## config.mk

```make
export PLATFORM = sky130hd
export DESIGN_NAME = uart_cmd_rx
export DESIGN_NICKNAME = d
export VERILOG_FILES = /design/src/rtl/uart_cmd_rx.sv
export SDC_FILE = /design/constraint.sdc
export NUM_CORES = 1
export LEC_CHECK = 0
export ABC_AREA = 1
export BUFFER_PORTS_ARGS = -buffer_cell sky130_fd_sc_hd__buf_2
export CAP_MARGIN = 25
export CORE_UTILIZATION = 44
export DETAILED_ROUTE_END_ITERATION = 10
export RECOVER_POWER = 25
export SYNTH_ARGS = -nofsm -noshare
export SYNTH_HDL_FRONTEND = slang
export SYNTH_SLANG_ARGS = --single-unit
export TNS_END_PERCENT = 5
```

## constraint.sdc

```tcl
create_clock -name clk -period 3.7 [get_ports clk]
set_clock_uncertainty 0.05 [all_clocks]
set_input_delay 0.185 -clock clk [delete_from_list [all_inputs] [get_ports clk]]
set_output_delay 0.185 -clock clk [all_outputs]
set_load 0.05 [all_outputs]
```

## src/rtl/uart_cmd_rx.sv

```systemverilog
// Two-byte command receiver: 8N1 UART bit receiver feeding a hi/lo byte assembler
// that publishes a 16-bit command with a sticky ready flag and inter-byte timeout.
module uart_cmd_rx #(
  parameter int BAUD_DIV = 2604,
  parameter int BYTE_TMO = 1000000
) (
  input  logic        clk,
  input  logic        rst_n,
  input  logic        RX,
  input  logic        clr_cmd_rdy,
  output logic [15:0] cmd,
  output logic        cmd_rdy,
  output logic        frm_err
);

  localparam int                TMO_W    = $clog2(BYTE_TMO + 1);
  localparam logic [11:0]       FULL_LD  = 12'(BAUD_DIV - 1);
  localparam logic [11:0]       HALF_LD  = 12'(BAUD_DIV / 2 - 1);
  localparam logic [TMO_W-1:0]  TMO_LAST = TMO_W'(BYTE_TMO - 1);

  typedef enum logic [1:0] {B_IDLE, B_START, B_DATA, B_STOP} bit_st_e;
  typedef enum logic {A_WAIT_HI, A_WAIT_LO} asm_st_e;

  logic             rx_meta_q, rx_s_q;
  bit_st_e          bit_q, bit_d;
  logic [11:0]      baud_q, baud_d;
  logic [2:0]       idx_q, idx_d;
  logic [7:0]       shift_q, shift_d;
  logic             frm_err_q, frm_err_d;
  logic             byte_done;

  asm_st_e          asm_q, asm_d;
  logic [7:0]       hold_q, hold_d;
  logic [TMO_W-1:0] tmo_q, tmo_d;
  logic [15:0]      cmd_q, cmd_d;
  logic             rdy_q, rdy_d;

  // RX is asynchronous; only the second flop is ever looked at.
  always_ff @(posedge clk or negedge rst_n) begin
    if (!rst_n) begin
      rx_meta_q <= 1'b1;
      rx_s_q    <= 1'b1;
    end else begin
      rx_meta_q <= RX;
      rx_s_q    <= rx_meta_q;
    end
  end

  always_ff @(posedge clk or negedge rst_n) begin
    if (!rst_n) begin
      bit_q     <= B_IDLE;
      baud_q    <= '0;
      idx_q     <= '0;
      shift_q   <= '0;
      frm_err_q <= 1'b0;
    end else begin
      bit_q     <= bit_d;
      baud_q    <= baud_d;
      idx_q     <= idx_d;
      shift_q   <= shift_d;
      frm_err_q <= frm_err_d;
    end
  end

  // Counter is loaded with (wait - 1) so the sample lands exactly 'wait' cycles later.
  always_comb begin
    bit_d     = bit_q;
    baud_d    = baud_q;
    idx_d     = idx_q;
    shift_d   = shift_q;
    byte_done = 1'b0;
    frm_err_d = 1'b0;
    unique case (bit_q)
      B_IDLE: begin
        if (!rx_s_q) begin
          bit_d  = B_START;
          baud_d = HALF_LD;
        end
      end
      B_START: begin
        if (baud_q == 12'd0) begin
          if (rx_s_q) begin
            bit_d = B_IDLE;
          end else begin
            bit_d  = B_DATA;
            baud_d = FULL_LD;
            idx_d  = 3'd0;
          end
        end else begin
          baud_d = baud_q - 12'd1;
        end
      end
      B_DATA: begin
        if (baud_q == 12'd0) begin
          shift_d[idx_q] = rx_s_q;
          baud_d         = FULL_LD;
          if (idx_q == 3'd7) bit_d = B_STOP;
          else               idx_d = idx_q + 3'd1;
        end else begin
          baud_d = baud_q - 12'd1;
        end
      end
      B_STOP: begin
        if (baud_q == 12'd0) begin
          if (rx_s_q) byte_done = 1'b1;
          else        frm_err_d = 1'b1;
          bit_d = B_IDLE;
        end else begin
          baud_d = baud_q - 12'd1;
        end
      end
      default: bit_d = B_IDLE;
    endcase
  end

  always_ff @(posedge clk or negedge rst_n) begin
    if (!rst_n) begin
      asm_q  <= A_WAIT_HI;
      hold_q <= '0;
      tmo_q  <= '0;
      cmd_q  <= '0;
      rdy_q  <= 1'b0;
    end else begin
      asm_q  <= asm_d;
      hold_q <= hold_d;
      tmo_q  <= tmo_d;
      cmd_q  <= cmd_d;
      rdy_q  <= rdy_d;
    end
  end

  // Setting cmd_rdy is assigned after the clear, so completion wins over acknowledge.
  always_comb begin
    asm_d  = asm_q;
    hold_d = hold_q;
    tmo_d  = tmo_q;
    cmd_d  = cmd_q;
    rdy_d  = rdy_q & ~clr_cmd_rdy;
    unique case (asm_q)
      A_WAIT_HI: begin
        if (byte_done) begin
          hold_d = shift_q;
          tmo_d  = '0;
          asm_d  = A_WAIT_LO;
        end
      end
      A_WAIT_LO: begin
        if (byte_done) begin
          cmd_d  = {hold_q, shift_q};
          rdy_d  = 1'b1;
          hold_d = '0;
          asm_d  = A_WAIT_HI;
        end else if (frm_err_d) begin
          hold_d = '0;
          asm_d  = A_WAIT_HI;
        end else if (bit_q == B_IDLE) begin
          if (tmo_q == TMO_LAST) begin
            hold_d = '0;
            tmo_d  = '0;
            asm_d  = A_WAIT_HI;
          end else begin
            tmo_d = tmo_q + 1'b1;
          end
        end
      end
      default: asm_d = A_WAIT_HI;
    endcase
  end

  assign cmd     = cmd_q;
  assign cmd_rdy = rdy_q;
  assign frm_err = frm_err_q;

endmodule

```

# Yosys cells after proc, flatten, opt, wreduce, memory -nomap -nowiden
# Index checks and enable logic that the tools add are counted.
# word_totals
ff_bits,74
out_inout_bits,18
# op_classes
addsub,3
n_lt_le_gt_ge,2
eq_ne,20
n_mux,47
bitwise_logic,3
n_reduce_logical,11
# op_table
cell,count
2-to-1 mux 20 bit,5
2-to-1 mux 12 bit,5
one-hot mux 12 bit (4 select lines),1
2-to-1 mux 8 bit,5
one-hot mux 20 bit (2 select lines),1
inequality test 2 bit (second input constant),11
adder 20 x 1 -> 20 bit (second input constant),1
== test 20 bit (second input constant),1
one-hot mux 8 bit (2 select lines),1
2-to-1 mux 1 bit,14
zero test 12 bit,1
2-to-1 mux 2 bit,6
2-to-1 mux 3 bit,4
subtractor 12 x 1 -> 12 bit (second input constant),1
AND reduction 5 bit,2
bitwise mux 8 bit,1
inequality test 4 x 3 -> 1 bit (second input constant),2
one-hot mux 2 bit (4 select lines),1
one-hot mux 3 bit (2 select lines),1
AND reduction 3 bit,2
== test 2 bit (second input constant),2
less-than comparator 3 x 4 -> 1 bit (second input constant),1
AND reduction 2 bit,2
AND reduction 4 bit,1
other kinds (13),14

# Depth between registers and ports, before layout
# depth
depth_word,6
mapped_depth,12
mapped_depth_nobuf,12

# Worst setup path after synthesis
# OpenSTA, ideal clock, no wires.
# synth_timing
path_type,flip-flop to flip-flop
from,reg baud_q[0]
to,reg tmo_q[6]
setup_time_ps,119
t_arrival_ps,1503
required_ps,3531
slack_ps,2028
path_stages_with_launch,13
period_less_slack_ps,1672
cell_sequence,dfrtp_1 > inv_1 > ha_1 > inv_1 > nor2_1 > nand3_1 > nor2_2 > nand4_2 > nand2_4 > inv_4 > buf_6 > nand2_2 > o21ai_2
# synth_between
elab_chain_len,5
# synth_lines
element,line,text
from (decl),26,"logic [11:0] baud_q, baud_d;"
from (signal assigned),58,baud_q <= baud_d;
zero test 12 bit *,104,if (baud_q == 12'd0) begin
2-to-1 mux 1 bit,104,
2-to-1 mux 1 bit,73,unique case (bit_q)
inequality test 2 bit (no source line),n/a,
AND reduction 4 bit (no source line) *,n/a,
to (signal assigned),126,tmo_q <= tmo_d;
to (decl),34,"logic [TMO_W-1:0] tmo_q, tmo_d;"
# Every way passes the cells marked *; elsewhere a longest branch is shown, timed or not.
# A chain may end at the register's enable or synchronous reset.

==> flow_summary.ini <==
[run_status]
status = finished, violations left
violations = DRC

[critical_path]
cp_data_required_time_ns = 3.86
critPathArrivalTime_ns = 2.63
rrSetupSlack_ns = 1.35
cp_top_family = buffers and inverters
crit_chain = dlygate4sd3_1 > clkbuf_1 > clkbuf_2
worst-path-buf-inv = 3
crit_slowest_cell = clkbuf_2
cpPeakStageDelay_ns = 1.19
crit_fanout = 58
crit_type = in -> async
rr_endpoint = cmd[1]$_DFFE_PN0P_
startpoint_type = input port
r2r_start = baud_q[0]$_DFFE_PN0P_
rr_worst_depth = 9
cp-end-kind = asynchronous set/reset pin

[floorplanning]
pin_count = 22
die-area_um2 = 9862
die_y_um = 99.31
rows = 35
core_area_um2 = 9196
initial_utilization_pct = 45.31
die_x_um = 99.31

[sta]
rsz0062_at_grt = no
clock.fmax_mhz = 404.0
period_share_pct = 66.90
finalHoldViolations = 0
slew_violations = 0
slew_headroom_pct = 4.456
timing.final.ws_setup_ns = 1.225
tns_ns = 0
fin_crit_ns = 2.475
finalSetupViolCount = 0
worst_pin_slew_ns = 1.433

[cts]
cts_sinks = 74
clk_latency_ns = 0.35
cts_made_buffers = 9
clk_pin_slew_ns = 0.09
cts_root_buffer = clkbuf_8
cts_tree = done
h-tree-depth = 3
clockBufferDepth = 2

[synth]
synthArstFlopShare_pct = 100.0
synthCells = 558
synth-edff-count = 0
yosysWarnings = 0
yosysSeqAreaShare_pct = 44.50
synth-seq-cells = 74
synth_area_per_cell_um2 = 7.467
synth_cell_types = 33
netlist_area_um2 = 4166
synthFlopType = dfrtp_1
synth_fp_nets = 571

[global_routing]
grt_usage_pct = 19.75
grt_max_degree = 75
antenna_found_initial = 0
gr-total-overflow = 0
grt_pass1_wl_mm = 15.63
first_global_vias = 3305

[placed_design]
dp_slack_ns = 1.370
gp_congestion = 0.8354
hpwl_mm = 6.270
placed_cells = 678
io_buffers = 21

[final_layout]
fill_cells = 895
syn_to_final_growth_pct = 10.03
drive_above_1_share_pct = 13.80
num_antenna_cells = 0
utilization_pct = 49.85
nNetsFinal = 595
final_cells = 698

[min_path]
holdPathStages = 0
hold_class = reg -> reg
min_to = rx_s_q$_DFF_PN1_
hold_path.startpoint = rx_meta_q$_DFF_PN1_

[routing]
drtPass1Iterations = 7
drtIter0Drc = 183
drc_errors = 2
wl_per_cell_um = 12.84
routed_wl_mm = 8.961
dr_total_vias = 3546
ant_nets = 0
viasPerCell = 5.080

[power]
leakagePower_uw = 0.002283
ir_worst_vdd_mv = 0.1696
power_density_nw_per_um2 = 324.5

[run]
max_cap_violations = 0
[registers in the layout, indices dropped and copies added, names as in the netlist, named ones only]
register,flops
tmo_q,20
rx_s_q,1
rx_meta_q,1
asm_q,1
hold_q,8
cmd,16
baud_q,12
bit_q,1
shift_q,8
frm_err,1
cmd_rdy,1
idx_q,3
[through the flow]
stage	power (µW)	hold slack [ns]	cell area (µm²)
after floorplan	828.9	-0.1606	4167
after global placement	848.2	0.2424	4347
after detailed placement	848.6	0.2419	4347
after global routing	1541	0.3126	4584
after CTS	1516	0.3115	4583
final	1488	0.3106	4584
[placed cells by master (no fill, tap or decap)]
cell type and n:
nand4_1 13, dfrtp_1 72, ha_1 9, clkbuf_8 9, nor2_4 5, and3_1 1, o22ai_1 1, nand2_2 9
clkinv_4 2, bufinv_16 1, inv_4 1, clkbuf_1 1, inv_1 56, nand4_2 1, nand2_1 172, buf_2 20
buf_4 1, inv_6 4, o21bai_1 1, clkbuf_2 1, o21ai_2 8, o21ai_0 19, nand3_1 62, nand3_2 2
dfstp_2 2, nor2_1 53, nor3_1 4, o21ai_1 17, or2_2 3, nand2_4 1, nor2_2 2, inv_2 7
nor3_2 2, dlygate4sd3_1 3, nand3b_1 2, xor2_1 9, a21oi_1 11
[power by group]
part	total (µW)	internal, µW	switching [µW]
clock network	654	323	331
logic	20.9	3.57	17.3
registers	812	810	2.24
total	1490	1140	351
[synth_stat cells, types with 4 or more instances]
master	n	area, µm²
a21oi_1	11	55.05
buf_2	5	25.02
clkbuf_1	4	15.01
dfrtp_1	72	1802
ha_1	9	112.6
inv_1	56	210.2
inv_2	7	26.28
nand2_1	172	645.6
nand2_2	9	56.30
nand3_1	62	310.3
nand4_1	13	81.33
nor2_1	53	198.9
nor2_4	5	56.30
nor3_1	4	20.02
o21ai_0	19	95.09
o21ai_1	17	85.08
o21ai_2	8	70.07
xor2_1	9	78.83
[routing by layer]
metal / wire, µm / GRT usage (%)
met5: 0 / 0
met4: 77 / 4.638
met3: 322 / 4.076
met2: 4090 / 31.84
met1: 4470 / 27.38
[final cells by class]
class | count | area [µm²] | area share [%]
multi-input cells | 407 | 1996 | 43.53
clock inverters | 7 | 82.58 | 1.801
clock buffers | 9 | 123.9 | 2.702
repair buffers | 26 | 146.4 | 3.193
well taps | 111 | 138.9 | 3.029
flip-flops and latches | 74 | 1854 | 40.45
inverters | 64 | 242.7 | 5.295
[what timing repair did]
action	in CTS	in global routing
resized for setup	0	0
endpoints found under the hold margin	74	0
setup buffers	0	0
hold buffers	3	0
[worst max path at each step]
stage	startpoint	end	slack, ns	depth (start not counted)
after floorplan	baud_q[0]$_DFFE_PN0P_	tmo_q[6]$_DFFE_PN0P_	2.03	12
after global placement	baud_q[0]$_DFFE_PN0P_	cmd[6]$_DFFE_PN0P_	1.44	9
after detailed placement	baud_q[0]$_DFFE_PN0P_	cmd[2]$_DFFE_PN0P_	1.37	9
after CTS	baud_q[0]$_DFFE_PN0P_	cmd[2]$_DFFE_PN0P_	1.39	9
after global routing	rst_n	shift_q[5]$_DFFE_PN0P_	0.68	3
final	rst_n	frm_err$_DFF_PN0_	1.22	3
[cells by family (layout without fill, tap and decap cells)]
| kind of cell | after synthesis | after routing | share of synthesized area (%) |
|---|---|---|---|
| AO/OA/AOI/OAI | 57 | 57 | 7.658 |
| XOR/XNOR | 9 | 9 | 1.892 |
| adder cells (fa/ha/maj) | 9 | 9 | 2.703 |
| buffers and inverters | 77 | 106 | 7.598 |
| flip-flops | 74 | 74 | 44.50 |
| AND/OR/NAND/NOR | 332 | 332 | 35.65 |
(Power assumes the default switching activity.)
